**src/rtl/capt_sched.sv**
```systemverilog
// capt_sched -- capture descriptor scheduler.
//
// Accepts one packet descriptor at a time. It checks that the byte range is
// legal, hands the range to a capture writer with a one-cycle start pulse and
// waits for the writer's done pulse, with a cycle timeout. It also keeps
// saturating statistics counters.
//
// Ports
//   clk, reset                 rising-edge clock, synchronous active-low reset
//   enable                     permit acceptance of new descriptors
//   desc_valid / desc_ready    descriptor handshake (see below)
//   desc_begin, desc_end       packet byte range [begin, end)
//   ctrl_in                    control word forwarded to the writer
//   pkt_begin, pkt_end, control  range/control presented to the writer
//   wr_ctrl                    one-cycle writer start pulse
//   wr_ctrl_rdy                writer-done pulse (only honoured while waiting)
//   capt_buf_wrap              writer wrapped the capture buffer
//   last_write_addr, last_addr writer's last burst address / copy taken at completion
//   clr_cnt, clr_err           clear statistics / clear sticky timeout error
//   pkt_count, drop_count, wrap_count  saturating statistics
//   busy, timeout_err, irq     not idle, sticky timeout, completion/error pulse
//   dbg_state                  FSM state: 0 IDLE, 1 CHECK, 2 ISSUE, 3 WAIT, 4 DONE, 5 ERR
//
// Handshake: a descriptor transfers on a rising edge where desc_valid and
// desc_ready are both 1. desc_ready depends only on internal state, enable
// and reset, never on desc_valid. The offerer may change the descriptor
// freely while desc_ready is 0.

module capt_sched #(
  parameter int unsigned TIMEOUT_CYCLES = 65535,
  parameter int unsigned MAX_PKT_BYTES  = 2048
) (
  input  logic        clk,
  input  logic        reset,
  input  logic        enable,
  input  logic        desc_valid,
  output logic        desc_ready,
  input  logic [31:0] desc_begin,
  input  logic [31:0] desc_end,
  input  logic [31:0] ctrl_in,
  output logic [31:0] pkt_begin,
  output logic [31:0] pkt_end,
  output logic [31:0] control,
  output logic        wr_ctrl,
  input  logic        wr_ctrl_rdy,
  input  logic        capt_buf_wrap,
  input  logic [31:0] last_write_addr,
  output logic [31:0] last_addr,
  input  logic        clr_cnt,
  input  logic        clr_err,
  output logic [31:0] pkt_count,
  output logic [31:0] drop_count,
  output logic [31:0] wrap_count,
  output logic        busy,
  output logic        timeout_err,
  output logic        irq,
  output logic [2:0]  dbg_state
);

  typedef enum logic [2:0] {
    IDLE  = 3'd0,
    CHECK = 3'd1,
    ISSUE = 3'd2,
    WAIT  = 3'd3,
    DONE  = 3'd4,
    ERR   = 3'd5
  } state_t;

  localparam logic [31:0] TIMER_LAST = 32'(TIMEOUT_CYCLES - 1);
  localparam logic [31:0] MAX_LEN    = 32'(MAX_PKT_BYTES);

  state_t      state_q, state_d;
  logic [31:0] begin_q, end_q, ctrl_q;
  logic [31:0] timer_q;
  logic        wrap_flag_q;
  logic        irq_q;
  logic        terr_q;
  logic [31:0] pkt_count_q, drop_count_q, wrap_count_q;
  logic [31:0] last_addr_q, pkt_begin_q, pkt_end_q, control_q;
  logic        accept;
  logic        len_ok;

  // The length is only meaningful when end > begin, so the order test
  // guards the subtraction.
  assign len_ok = (end_q > begin_q) && ((end_q - begin_q) <= MAX_LEN);
  assign accept = desc_valid && desc_ready;

  always_comb begin
    state_d    = state_q;
    desc_ready = reset && (state_q == IDLE) && enable && !terr_q;
    case (state_q)
      IDLE:    if (accept) state_d = CHECK;
      CHECK:   state_d = len_ok ? ISSUE : IDLE;
      ISSUE:   state_d = WAIT;
      // The writer-done pulse wins over a timeout in the same cycle.
      WAIT:    if (wr_ctrl_rdy) state_d = DONE;
               else if (timer_q == TIMER_LAST) state_d = ERR;
      DONE:    state_d = IDLE;
      ERR:     if (clr_err) state_d = IDLE;
      default: state_d = IDLE;
    endcase
  end

  always_ff @(posedge clk) begin
    if (!reset) begin
      state_q      <= IDLE;
      begin_q      <= '0;
      end_q        <= '0;
      ctrl_q       <= '0;
      timer_q      <= '0;
      wrap_flag_q  <= 1'b0;
      irq_q        <= 1'b0;
      terr_q       <= 1'b0;
      pkt_count_q  <= '0;
      drop_count_q <= '0;
      wrap_count_q <= '0;
      last_addr_q  <= '0;
      pkt_begin_q  <= '0;
      pkt_end_q    <= '0;
      control_q    <= '0;
    end else begin
      state_q <= state_d;

      if (state_q == IDLE && accept) begin
        begin_q <= desc_begin;
        end_q   <= desc_end;
        ctrl_q  <= ctrl_in;
      end

      // Writer-facing values change only when a new packet is issued.
      if (state_q == CHECK && state_d == ISSUE) begin
        pkt_begin_q <= begin_q;
        pkt_end_q   <= end_q;
        control_q   <= ctrl_q;
      end

      if (state_q == ISSUE) begin
        timer_q     <= '0;
        wrap_flag_q <= 1'b0;
      end else if (state_q == WAIT) begin
        timer_q <= timer_q + 32'd1;
        if (capt_buf_wrap) wrap_flag_q <= 1'b1;
      end

      if (state_q == DONE) last_addr_q <= last_write_addr;

      // irq is high for the DONE cycle and for the first ERR cycle.
      irq_q <= (state_q == WAIT) && (state_d == DONE || state_d == ERR);

      if (state_q == WAIT && state_d == ERR) terr_q <= 1'b1;
      else if (clr_err)                      terr_q <= 1'b0;

      // Clearing takes priority over any increment in the same cycle.
      if (clr_cnt) begin
        pkt_count_q  <= '0;
        drop_count_q <= '0;
        wrap_count_q <= '0;
      end else begin
        if (state_q == CHECK && !len_ok && drop_count_q != '1)
          drop_count_q <= drop_count_q + 32'd1;
        if (state_q == DONE && pkt_count_q != '1)
          pkt_count_q <= pkt_count_q + 32'd1;
        if (state_q == DONE && wrap_flag_q && wrap_count_q != '1)
          wrap_count_q <= wrap_count_q + 32'd1;
      end
    end
  end

  assign wr_ctrl     = (state_q == ISSUE);
  assign busy        = (state_q != IDLE);
  assign irq         = irq_q;
  assign timeout_err = terr_q;
  assign pkt_count   = pkt_count_q;
  assign drop_count  = drop_count_q;
  assign wrap_count  = wrap_count_q;
  assign last_addr   = last_addr_q;
  assign pkt_begin   = pkt_begin_q;
  assign pkt_end     = pkt_end_q;
  assign control     = control_q;
  assign dbg_state   = state_q;

endmodule

```
**config.mk**
```make
export PLATFORM = sky130hd
export DESIGN_NAME = capt_sched
export DESIGN_NICKNAME = d
export VERILOG_FILES = /design/src/rtl/capt_sched.sv
export SDC_FILE = /design/constraint.sdc
export NUM_CORES = 1
export LEC_CHECK = 0
export CAP_MARGIN = 25
export CORE_ASPECT_RATIO = 1.1
export CORE_MARGIN = 2
export CORE_UTILIZATION = 50
export CTS_BUF_LIST = sky130_fd_sc_hd__clkbuf_4 sky130_fd_sc_hd__clkbuf_8 sky130_fd_sc_hd__clkbuf_16
export DETAILED_ROUTE_END_ITERATION = 8
export HOLD_SLACK_MARGIN = 0.15
export PLACE_DENSITY = 0.75
export SETUP_SLACK_MARGIN = 0.05
export SYNTH_ARGS = -nofsm -noshare
export SYNTH_HDL_FRONTEND = slang
export SYNTH_SLANG_ARGS = --single-unit
```
**constraint.sdc**
```tcl
create_clock -name clk -period 4.37 [get_ports clk]
set_clock_uncertainty 0.2 [all_clocks]
set_input_delay 0.874 -clock clk [delete_from_list [all_inputs] [get_ports clk]]
set_output_delay 0.874 -clock clk [all_outputs]
set_load 0.005 [all_outputs]
```
==> flow_summary_export.csv <==
group,metric,value,unit
yosys,yosys_register_bits,358,
power_and_ir_drop,powerDensity,330,nW/um^2
critical_path,cp_max_fo,34,
floorplan,fp.coreArea,33500,um^2
placement,dp.cells,2793,
floorplan,die_h,198,um
clock_network,cts-root-buf,"clkbuf_16",
drt,vias,15721,
clock_network,cts_buffers,38,
clock_network,clk_latency,0.55,ns
sta,drv_slew,0,
drt,drtIter0Drc,944,
yosys,synth-edff-count,0,
min_path,hold_class,"flip-flop to flip-flop",
global_route,grt_pass1_wl,77.2,mm
yosys,ys_top_cells_by_area,"dfxtp_1 42%, nand2_1 12%, mux2i_1 6.0%, a21boi_0 5.7%, xor2_1 3.6%",
global_route,antenna_found_initial,2,
sta,worst_pin_slew,0.974,ns
clock_network,postCtsHoldBufs,0,
yosys,yosysWarnings,0,
yosys,ys.flop_type,"dfxtp_1",
power_and_ir_drop,leakagePower,0.00777,uW
global_route,grt_util_all_layers,26.4,%
floorplan,io_pins,368,
run_status,status,"finished, final reports clean",
yosys,syn_avg_cell_area,8.14,um^2
sta,period_minus_slack,4.08,ns
sta,fmax,245,MHz
finish,final_common_cell,"nand2_1",
power_and_ir_drop,ir_worst_vdd,0.264,mV
clock_network,tritoncts,"done",
floorplan,floorplan.initialDensity,51.0,%
sta,finalSetupTns,0,ns
critical_path,critPathKind,"flip-flop to flip-flop",
sta,slew_headroom,35.0,%
yosys,ys_seq_area_share,42.0,%
placement,gp_congestion,0.932,
yosys,synth_area_leader_cell,"dfxtp_1",
floorplan,std_cell_rows,70,
global_route,overflow,0,
drt,drt-wirelength-per-cell,17.2,um
floorplan,die_w,180,um
critical_path,r2r_cells,12,
clock_network,path_clk_slew,0.06,ns
sta,hold_viol_final,0,
drt,firstDrtPassIters,7,
sta,setup_viol,0,
floorplan,dieArea,35600,um^2
finish,fin_area,22300,um^2
sta,min_period_over_period,93.4,%
finish,area_growth,30.8,%
finish,final_cells,2862,
yosys,synth_top_area_share,42.0,%
yosys,synthCells,2097,
critical_path,cp.arrival,4.34,ns
drt,viasPerCell,5.49,
yosys,synth_cell_types,73,
drt,drt-total-wl,49.1,mm
finish,nNetsFinal,2577,
clock_network,cts_buffer_depth,3,
placement,dp_hpwl,35.8,mm
drt,ant_nets,0,
global_route,grt_pass1_vias,14839,
sta,grt_setup_unrepaired,"no",
clock_network,h-tree-depth,2,
critical_path,cp-start-kind,"flip-flop",
placement,io_buffers,367,
yosys,synth_nets,2271,
yosys,ys_async_sr_fraction,0,%
run,drv_cap,0,
critical_path,crit_required,4.63,ns
yosys,synth_area,17100,um^2
finish,final_cell_mix,"548 x nand2_1, 366 x clkdlybuf4s50_1, 358 x dfxtp_1, 142 x nor2_1, 129 x a21boi_0",
placement,dpl-instance-area,21000,um^2
drt,drc,0,
critical_path,setup.worst_path.end_class,"flip-flop",
global_route,grt_max_degree,229,
finish,drive_above_1_share,5.06,%
clock_network,clock_sinks,358,
min_path,hold_depth,2,
[power by group]
part,internal (uW),leakage [uW],switching (uW)
Clock,1890,0.000636,1310
Sequential,3290,0.00289,24.0
Combinational,363,0.00425,477
[per-stage QoR]
| stage | util [%] | power, uW | setup slack, ns | hold WS [ns] |
|---|---|---|---|---|
| floorplan | - | 3910 | 0.716 | 0.237 |
| global placement | 62.5 | 4190 | 0.0783 | 0.241 |
| detailed placement | 62.6 | 4200 | 0.0962 | 0.248 |
| CTS | 66.4 | 7390 | 0.0594 | 0.258 |
| global route | 66.7 | 7620 | 0.0333 | 0.269 |
| finish | 66.7 | 7360 | 0.289 | 0.254 |
[kinds of logic after synthesis]
kind of cell	count (synthesis)	share of synthesized area, %
AND/OR/NAND/NOR	971	25.4
flip-flops	358	42.0
AO/OA/AOI/OAI	356	14.2
buffers and inverters	178	4.70
multiplexers	105	6.18
XOR/XNOR	91	4.67
adder cells (fa/ha/maj)	38	2.83
[area by class of cell]
cell class / count / area [um^2]
antenna: 1 / 2.50
clock buffer: 54 / 1140
clock inverter: 12 / 115
fill: 2802 / 11100
inverter: 54 / 203
multi-input combinational: 1561 / 9160
sequential: 358 / 7170
tap: 432 / 541
timing repair buffer: 390 / 3990
[path summary, 6_finish.rpt]
path	start	endpoint	slack [ns]
worst max-delay path	begin_q[21]$_SDFFE_PN0P_	control[23]$_SDFFE_PN0P_	0.29
worst min-delay path	pkt_begin[30]$_SDFFE_PN0P_	pkt_begin[30]$_SDFFE_PN0P_	0.25
worst max register to register	begin_q[21]$_SDFFE_PN0P_	control[23]$_SDFFE_PN0P_	0.29
worst min register to register	pkt_begin[30]$_SDFFE_PN0P_	pkt_begin[30]$_SDFFE_PN0P_	0.25
[sequential cells by signal, summed over array words and instances (netlist names)]
register and cells:
pkt_end 32, drop_count 32, last_addr 32, control 32, timeout_err 1, ctrl_q 32, pkt_begin 32, pkt_count 32
wrap_count 32, timer_q 32, wrap_flag_q 1, begin_q 32, dbg_state 3, irq 1, end_q 32
[Yosys cell counts (3+ instances only)]
library cell,n
a211o_1,3
a21boi_0,129
a21o_1,10
a21oi_1,80
a31oi_1,3
and2_1,13
and3_1,24
and3b_1,3
and4_1,11
buf_2,10
buf_4,18
buf_8,3
clkbuf_1,88
dfxtp_1,358
ha_1,37
inv_1,54
mux2_2,3
mux2i_1,102
nand2_1,549
nand2b_1,15
nand3_1,60
nand3b_1,3
nand4_1,50
nor2_1,142
nor2b_1,8
nor3_1,19
nor4_1,12
o2111ai_1,4
o211a_1,3
o211ai_1,20
o21a_1,11
o21ai_0,38
o21ai_1,7
o21bai_1,4
o22ai_1,3
o31a_1,3
o31ai_1,11
o41ai_1,4
or2_2,8
or3_1,25
or4_1,19
xnor2_1,21
xor2_1,70
[what timing repair did]
| action | 4_1_cts | 5_1_grt |
|---|---|---|
| setup buffers | 0 | 1 |
| setup endpoints to repair | 0 | 101 |
| gates resized for setup | 0 | 13 |
| endpoints found under the hold margin | 0 | 0 |
[metal layers]
metal  up-vias  track usage [%]  share of wire, %
li1       7778                -                 -
met2       558             44.5                46
met4         2             8.06               2.6
met5         -                0             0.026
met1      7290             33.7                43
met3        93             6.03               7.6
[critical path, stage by stage (launching register included)]
cell       delay (ns)
dfxtp_1          0.35
inv_1            0.09
ha_1             0.43
a21oi_1          0.29
o21ai_0          0.26
o41ai_1          0.63
o311ai_0         0.34
a2111oi_4        0.41
nand4_2          0.19
nor2_4           0.17
buf_12           0.14
buf_12           0.24
mux2i_1          0.24
Note: power is estimated with default switching activity, not from simulation.
